<file path="config.mk">
export PLATFORM = sky130hd
export DESIGN_NAME = imem_loader_flat
export DESIGN_NICKNAME = d
export VERILOG_FILES = /design/src/rtl/imem_loader_if.sv /design/src/rtl/imem_loader.sv /design/src/flat_wrapper.sv
export SDC_FILE = /design/constraint.sdc
export NUM_CORES = 1
export LEC_CHECK = 0
export ABC_AREA = 1
export BUFFER_PORTS_ARGS = -buffer_cell sky130_fd_sc_hd__buf_2
export CAP_MARGIN = 20
export CORE_MARGIN = 4
export CORE_UTILIZATION = 43
export CTS_BUF_LIST = sky130_fd_sc_hd__clkbuf_16
export DETAILED_ROUTE_END_ITERATION = 8
export PLACE_DENSITY_LB_ADDON = 0.1
export SYNTH_ARGS = -nofsm -noshare
export SYNTH_HDL_FRONTEND = slang
export SYNTH_SLANG_ARGS = --single-unit
export TNS_END_PERCENT = 30
</file>
<file path="constraint.sdc">
create_clock -name clk -period 10.1 [get_ports clk]
set_input_delay 1.01 -clock clk [delete_from_list [all_inputs] [get_ports clk]]
set_output_delay 1.01 -clock clk [all_outputs]
set_load 0.05 [all_outputs]
</file>
<file path="src/rtl/imem_loader_if.sv">
// Byte-stream receive handshake and imem write bus for the boot loader.
// master = loader side, slave = stream source / memory side.
interface imem_loader_if #(
    parameter int ADDR_W = 6
);
    logic              rx_valid;
    logic [7:0]        rx_data;
    logic              rx_ready;
    logic              imem_we;
    logic [ADDR_W-1:0] imem_addr;
    logic [31:0]       imem_wd;

    modport master (
        input  rx_valid,
        input  rx_data,
        output rx_ready,
        output imem_we,
        output imem_addr,
        output imem_wd
    );

    modport slave (
        output rx_valid,
        output rx_data,
        input  rx_ready,
        input  imem_we,
        input  imem_addr,
        input  imem_wd
    );
endinterface

</file>
<file path="src/rtl/imem_loader.sv">
// Boot loader: receives a length/payload/checksum byte frame, writes imem,
// and releases core reset only after a verified image has been stored.
module imem_loader #(
    parameter int DEPTH  = 64,
    parameter int ADDR_W = 6
) (
    input  logic         clk,
    input  logic         reset,
    imem_loader_if.master bus,
    output logic         core_reset,
    output logic         done,
    output logic         error
);
    typedef enum logic [2:0] {
        S_LEN,
        S_DATA,
        S_CSUM,
        S_DONE,
        S_ERR
    } state_t;

    localparam logic [31:0]     DEPTH_W = 32'(DEPTH);
    localparam logic [ADDR_W:0] WONE    = 1;

    state_t          state;
    logic            armed;
    logic [31:0]     len_q;
    logic [31:0]     asm_q;
    logic [1:0]      bcnt;
    logic [ADDR_W:0] widx;
    logic [7:0]      xsum;

    logic            accept;
    logic [31:0]     len_nxt;
    logic [31:0]     word_nxt;
    logic [ADDR_W:0] widx_nxt;

    // Bytes arrive LSB first, so each new byte enters at the top.
    assign accept   = bus.rx_valid && bus.rx_ready;
    assign len_nxt  = {bus.rx_data, len_q[31:8]};
    assign word_nxt = {bus.rx_data, asm_q[31:8]};
    assign widx_nxt = widx + WONE;

    // Status decoded straight from the state register.
    assign bus.rx_ready = armed &&
        (state == S_LEN || state == S_DATA || state == S_CSUM);
    assign core_reset = (state != S_DONE);
    assign done       = (state == S_DONE);
    assign error      = (state == S_ERR);

    // Frame FSM, byte assembly and registered imem write port.
    always_ff @(posedge clk or posedge reset) begin
        if (reset) begin
            state         <= S_LEN;
            armed         <= 1'b0;
            len_q         <= '0;
            asm_q         <= '0;
            bcnt          <= '0;
            widx          <= '0;
            xsum          <= '0;
            bus.imem_we   <= 1'b0;
            bus.imem_addr <= '0;
            bus.imem_wd   <= '0;
        end else begin
            armed       <= 1'b1;
            bus.imem_we <= 1'b0;
            if (accept) begin
                xsum <= xsum ^ bus.rx_data;
                case (state)
                    S_LEN: begin
                        len_q <= len_nxt;
                        bcnt  <= bcnt + 2'd1;
                        if (bcnt == 2'd3) begin
                            if (len_nxt > DEPTH_W)
                                state <= S_ERR;
                            else if (len_nxt == '0)
                                state <= S_CSUM;
                            else
                                state <= S_DATA;
                        end
                    end
                    S_DATA: begin
                        asm_q <= word_nxt;
                        bcnt  <= bcnt + 2'd1;
                        if (bcnt == 2'd3) begin
                            bus.imem_we   <= 1'b1;
                            bus.imem_addr <= widx[ADDR_W-1:0];
                            bus.imem_wd   <= word_nxt;
                            widx          <= widx_nxt;
                            if ({{(31-ADDR_W){1'b0}}, widx_nxt} == len_q)
                                state <= S_CSUM;
                        end
                    end
                    S_CSUM: begin
                        if (bus.rx_data == xsum)
                            state <= S_DONE;
                        else
                            state <= S_ERR;
                    end
                    default: begin
                    end
                endcase
            end
        end
    end
endmodule
</file>
<file path="src/flat_wrapper.sv">
// flat-port wrapper written by rule: the top's interface ports become plain ports
module imem_loader_flat 
#(
    parameter int DEPTH  = 64,
    parameter int ADDR_W = 6
)
  (clk, reset, core_reset, done, error, bus_rx_valid, bus_rx_data, bus_rx_ready, bus_imem_we, bus_imem_addr, bus_imem_wd);
  imem_loader_if #(.ADDR_W(ADDR_W)) bus_i ();
  input  logic clk;
  input  logic reset;
  output logic core_reset;
  output logic done;
  output logic error;
  input wire logic [$bits(bus_i.rx_valid)-1:0] bus_rx_valid;
  input wire logic [$bits(bus_i.rx_data)-1:0] bus_rx_data;
  output wire logic [$bits(bus_i.rx_ready)-1:0] bus_rx_ready;
  output wire logic [$bits(bus_i.imem_we)-1:0] bus_imem_we;
  output wire logic [$bits(bus_i.imem_addr)-1:0] bus_imem_addr;
  output wire logic [$bits(bus_i.imem_wd)-1:0] bus_imem_wd;
  assign bus_i.rx_valid = bus_rx_valid;
  assign bus_i.rx_data = bus_rx_data;
  assign bus_rx_ready = bus_i.rx_ready;
  assign bus_imem_we = bus_i.imem_we;
  assign bus_imem_addr = bus_i.imem_addr;
  assign bus_imem_wd = bus_i.imem_wd;
  imem_loader #(.DEPTH(DEPTH), .ADDR_W(ADDR_W)) u_core (.clk(clk), .reset(reset), .bus(bus_i), .core_reset(core_reset), .done(done), .error(error));
endmodule
</file>
After elaboration in Yosys (flattened, before gate mapping)

Index checks and enable logic that the tools add are counted.

Flip-flop bits (word level): 124
Input port bits: 11
Output and inout port bits: 43
Logic and storage cells: 48

Add/subtract/negate cells: 2
$lt $le $gt $ge: 1
Equal/unequal tests: 11
Mux-type cells: 10
Bitwise logic cells: 1
Reduce and logical (&&, ||, !) cells: 13

Operators with widths:

| cell                | number |
|---|---|
| $eq 7x32->1         | 1 |
| $gt 32x7->1 const B | 1 |
| $logic_not 32->1    | 1 |
| $mux 3              | 5 |
| $pmux 3 s3          | 1 |
| $eq 8x8->1          | 1 |
| $xor 8x8->8         | 1 |
| $add 7x1->7 const B | 1 |
| $eq 3x2->1 const B  | 2 |
| $ne 2x2->1 const B  | 3 |
| $reduce_and 2->1    | 3 |
| $reduce_and 5->1    | 1 |
| $eq 3x1->1 const B  | 1 |
| $eq 3x3->1 const B  | 1 |
| $logic_not 3->1     | 1 |
| $mux 1              | 3 |
| $ne 3x2->1 const B  | 1 |
| $reduce_and 3->1    | 1 |
| $reduce_bool 3->1   | 1 |
| $add 2x1->2 const B | 1 |
| $eq 2x2->1 const B  | 1 |
| $logic_and 1x1->1   | 2 |
| $logic_or 1x1->1    | 2 |
| $mux 2              | 1 |
| $reduce_or 2->1     | 1 |

Logic depth before layout (Yosys ltp)

Word-level depth: 6
Gate-level depth with buffers: 13
Mapped depth without buffers: 13

Worst setup path after synthesis

OpenSTA, ideal clock, no wires.

Kind: flip-flop to output port
Start: register u_core.state[1]
End: output port core_reset
Data arrival time: 1.603 ns
Data required time: 9.090 ns
Slack: 7.487 ns
Stages on the path, launching flop included: 4
Path buffers: 0
Path through: dfrtp_1 > nand2_1 > nor2_1 > inv_1

Cells in the longest elaborated chain, start to end: 1

Ends and longest elaborated chain:

| element                  | RTL line           | RTL |
|---|---|---|
| start: declaration       | imem_loader.sv:25  | `state_t state;` |
| start signal: assignment | imem_loader.sv:54  | `state <= S_LEN;` |
| start signal: assignment | imem_loader.sv:75  | `state <= S_ERR;` |
| start signal: assignment | imem_loader.sv:77  | `state <= S_CSUM;` |
| $ne 3x2->1               | imem_loader.sv:47  | `assign core_reset = (state != S_DONE);` |
| end: declaration         | flat_wrapper.sv:11 | `output logic core_reset;` |

No other way between the ends.

Worst setup path in the final report

Start: register u_core.state[0]
End: register u_core.widx[4]

Cells in the longest elaborated chain, start to end: 6
Elaborated cells between the ends (all ways): 8
Those cells by class: 2 x eq/ne; 6 x reduce/logical

Ends and longest elaborated chain:

| element                                              | RTL line                             | RTL |
|---|---|---|
| $eq 3x1->1 / $logic_not 3->1 (equally long branches) | imem_loader.sv:46, imem_loader.sv:69 |  |
| $logic_or 1x1->1 (2 in series)                       | imem_loader.sv:46                    | `(state == S_LEN \|\| state == S_DATA \|\| state == S_CSUM);` |
| $logic_and 1x1->1                                    | imem_loader.sv:45                    | `assign bus.rx_ready = armed &&` |
| $logic_and 1x1->1                                    | imem_loader.sv:39                    | `assign accept = bus.rx_valid && bus.rx_ready;` |
| $reduce_and 3->1 (no line) *                         | -                                    |  |
| end signal: assignment                               | imem_loader.sv:89                    | `widx <= widx_nxt;` |
| end: declaration                                     | imem_loader.sv:30                    | `logic [ADDR_W:0] widx;` |

Mark *: on every way between the ends. The rest lies on a longest branch, timed or not.
A chain may end at the register's enable or synchronous reset.

==> qor.yml <==
sta:
  setup_violations: 0
  grt_setup_unrepaired: "no"
  timing.final.ws_setup_ps: 7471
  clock.fmax_mhz: 380.3
  aggregate_negative_setup_slack_ps: 0
  post-route-period-util: 0.2603
  final.min_clock_period_ps: 2629
  worstMarginPinSlew_ps: 733.2
  hold_violations: 0
  fin_worst_skew_ps: 7.881
  finalMaxSlewViolations: 0
  slew_headroom: 0.5112
detailed_routing:
  post-route-drc-count: 0
  total_vias_in_the_final_route: 3603
  dr.first_iter.drc_count: 210
  antenna_left: 0
  drt_wl_total_mm: 10.29
  vias_per_cell: 4.735
  drt_pre_antenna_iters: 5
  wire_per_inst_um: 13.52
synthesis:
  sequential_to_total_area_share_from_yosys_stat: 0.5820
  synth_top_area_frac: 0.5820
  most_instantiated_library_cell_after_synthesis: "nand2_1"
  synth_cell_type_count: 29
  synthesis.area_sq_um: 4987
  ys_ff_latch: 116
  synthFlopType: "dfrtp_1"
  synth_commonest_cells: "163 x nand2_1, 116 x dfrtp_1, 52 x inv_1"
  top_cells_by_area_in_the_synthesized_netlist: "dfrtp_1 58%, nand2_1 12%, o21ai_1 4.9%"
  synth-edff-count: 0
  syn-instance-count: 552
  post-synth-top-area-cell: "dfrtp_1"
  yosys_warnings: 0
  post_synthesis_mean_instance_area_sq_um: 9.035
  synthArstFlopShare: 1.000
  synthesized_nets: 565
die:
  ioPinCount: 54
  design.core.area_sq_um: 11370
  dieWidth_um: 115.7
  rows: 39
  die_y_um: 115.7
  initial_core_util: 0.4386
  floorplan.die_area_sq_um: 13390
flow_run:
  maxCapViolCount: 0
clock_network:
  cts_inserted_buffers: 17
  clk_path_buf_depth: 2
  insertion_delay_ps: 420
  htree_num_levels: 4
  post-cts-setup-buffer-count: 0
  holdBufCountCts: 0
  cts_tree: "built"
  clock-root-buffer: "clkbuf_16"
  cts_num_sinks: 116
  clkTransAtPathRegs_ps: 50
  ctsResizeCount: 0
critical_path:
  cp_max_fo: 61
  startpoint_of_the_lowest_slack_register_to_register_path: "u_core.state[0]$_DFFE_PP0P_"
  critPathSlowestCell: "nor2_4"
  timing.critical_path.from: "u_core.state[0]$_DFFE_PP0P_"
  path_delay_family: "simple AND/OR/NAND/NOR gates"
  end_kind: "flop"
  cp_cell_sequence: "nand2_1 -> and3_4 -> nand2_4 -> nor2_4 -> nand2_2 -> buf_4 -> inv_2 -> nand3_1 -> o21ai_0"
  critical_path.n_buffers_inverters: 2
  biggest_cell_delay_along_the_critical_path_ps: 510
  critPathArrivalTime_ps: 2960
  r2r_slack_ps: 7470
  worstSetupPathType: "flop to flop"
  critPathRequiredTime_ps: 10430
  critPathLaunchType: "flop"
finish:
  area_of_the_multi_input_gates_sq_um: 1734
  post-route-util: 0.5183
  final-seq-area_sq_um: 2903
  fillCellCount: 1099
  antenna_cells: 0
  flow.area_growth_from_synthesis_pct: 18.16
  nets: 618
  share_of_final_layout_standard_cells_stronger_than_drive_strength_1: 0.1780
  final_instance_area_sq_um: 5893
power_and_ir_drop:
  highest_ir_drop_seen_on_vdd_mv: 0.1142
  pwr_density_cell_nw_per_um2: 181.3
  total_leakage_power_nw: 3.097
hold_path:
  timing.hold.worst.start: "u_core.asm_q[12]$_DFFE_PP0P_"
  hold_class: "flop to flop"
placed_design:
  portBuffers: 53
  placed_cell_areas_sq_um: 5319
  globalplace.congestion: 0.8446
  dpl_worst_slack_ps: 7062
  post-dp-hpwl_mm: 7.018
global_route:
  grt_use_met3: 0.05065
  grt_busiest_layer: "met2"
  antenna_found_initial: 0
  grt.total_usage: 0.1723
  grt_use_met1: 0.2450
  wire_length_of_the_first_global_routing_pass_mm: 17.60
  number_of_global_route_vias_before_repair: 3478
  global_route.usage.met2: 0.2454
  grt_max_degree: 62
  grt_remaining_overflow: 0
outcome:
  status: "complete, no violations"
## sequential cells by signal, summed over array words and instances, names as in the netlist, 2 cells and up
signal / flops
u_core.state: 3
u_core.widx: 7
u_core.len_q: 32
u_core.bcnt: 2
u_core.xsum: 8
u_core.bus.imem_addr: 6
u_core.bus.imem_wd: 32
u_core.asm_q: 24
## power by group
part            total, W  switching (W)  internal, W  leakage (nW)
Clock           0.000585       0.000206     0.000379         0.282
Combinational  0.0000176      0.0000143   0.00000328          1.36
Sequential      0.000466   0.0000000576     0.000466          1.46
## path summary, 6_finish.rpt
| path | cells after the start | to |
|---|---|---|
| hold / removal | 2 | u_core.bus.imem_wd[4]$_DFFE_PP0P_ |
| setup reg to reg | 9 | u_core.widx[4]$_DFFE_PP0P_ |
| max in group asynchronous | 3 | u_core.asm_q[15]$_DFFE_PP0P_ |
| setup / recovery | 9 | u_core.widx[4]$_DFFE_PP0P_ |
| min in group asynchronous | 2 | u_core.bus.imem_we$_DFF_PP0_ |
| hold reg to reg | 2 | u_core.bus.imem_wd[4]$_DFFE_PP0P_ |
## stage by stage
stage          total power [W]  hold WS [ps]  instances
5_1_grt               0.001108         496.8        761
3_5_place_dp         0.0004921         460.3        729
6_report              0.001069         471.3        761
3_3_place_gp         0.0004919         455.4        729
2_1_floorplan        0.0004837         442.2        552
4_1_cts               0.001082         475.1        761
## metal layers
| layer | vias up | part of all wire |
|---|---|---|
| met5 | - | 0 |
| met4 | 0 | 0.020 |
| met3 | 17 | 0.045 |
| met2 | 70 | 0.43 |
| met1 | 1649 | 0.51 |
| li1 | 1867 | - |
## worst reg2reg max path, cell delays in order (launching register included)
cell	delay, ps
dfrtp_1	430
nand2_1	100
and3_4	200
nand2_4	140
nor2_4	510
nand2_2	300
buf_4	400
inv_2	290
nand3_1	90
o21ai_0	80
## cells in the final DEF (no fill, tap or decap), types with 2 or more instances in the layout
cell | netlist | final
nand2_1 | 163 | 163
dfrtp_1 | 116 | 116
inv_1 | 52 | 54
buf_2 | 11 | 53
o21ai_1 | 49 | 49
nor2_1 | 42 | 42
o21ai_0 | 38 | 38
nand3_1 | 21 | 21
clkbuf_16 | 0 | 17
a21oi_2 | 10 | 10
xnor2_1 | 9 | 9
mux2_4 | 6 | 6
inv_2 | 5 | 5
nand4_1 | 4 | 4
clkinv_1 | 0 | 4
bufinv_16 | 0 | 3
clkinvlp_4 | 0 | 3
inv_4 | 1 | 2
nand3b_1 | 2 | 2
ha_1 | 2 | 2
clkinv_2 | 0 | 2
buf_4 | 0 | 2
## final cells by class
| type | instances | share of cell area |
|---|---|---|
| well taps | 143 | 0.03036 |
| inverters | 58 | 0.03779 |
| repair buffers | 55 | 0.04756 |
| clock buffers | 17 | 0.07219 |
| flip-flops and latches | 116 | 0.4926 |
| multi-input cells | 357 | 0.2943 |
| clock inverters | 15 | 0.02527 |
## cells by family (layout without fill, tap and decap cells)
group	after synthesis	count (layout)	share of synthesized area
other cells	1	1	0.0007519
buf+inv	79	145	0.07025
flops	116	116	0.5820
simple gates	238	238	0.1959
fa+ha+maj	2	2	0.005017
xor+xnor	10	10	0.01756
mux	7	7	0.02032
compound gates	99	99	0.1081
(Power assumes the default switching activity.)
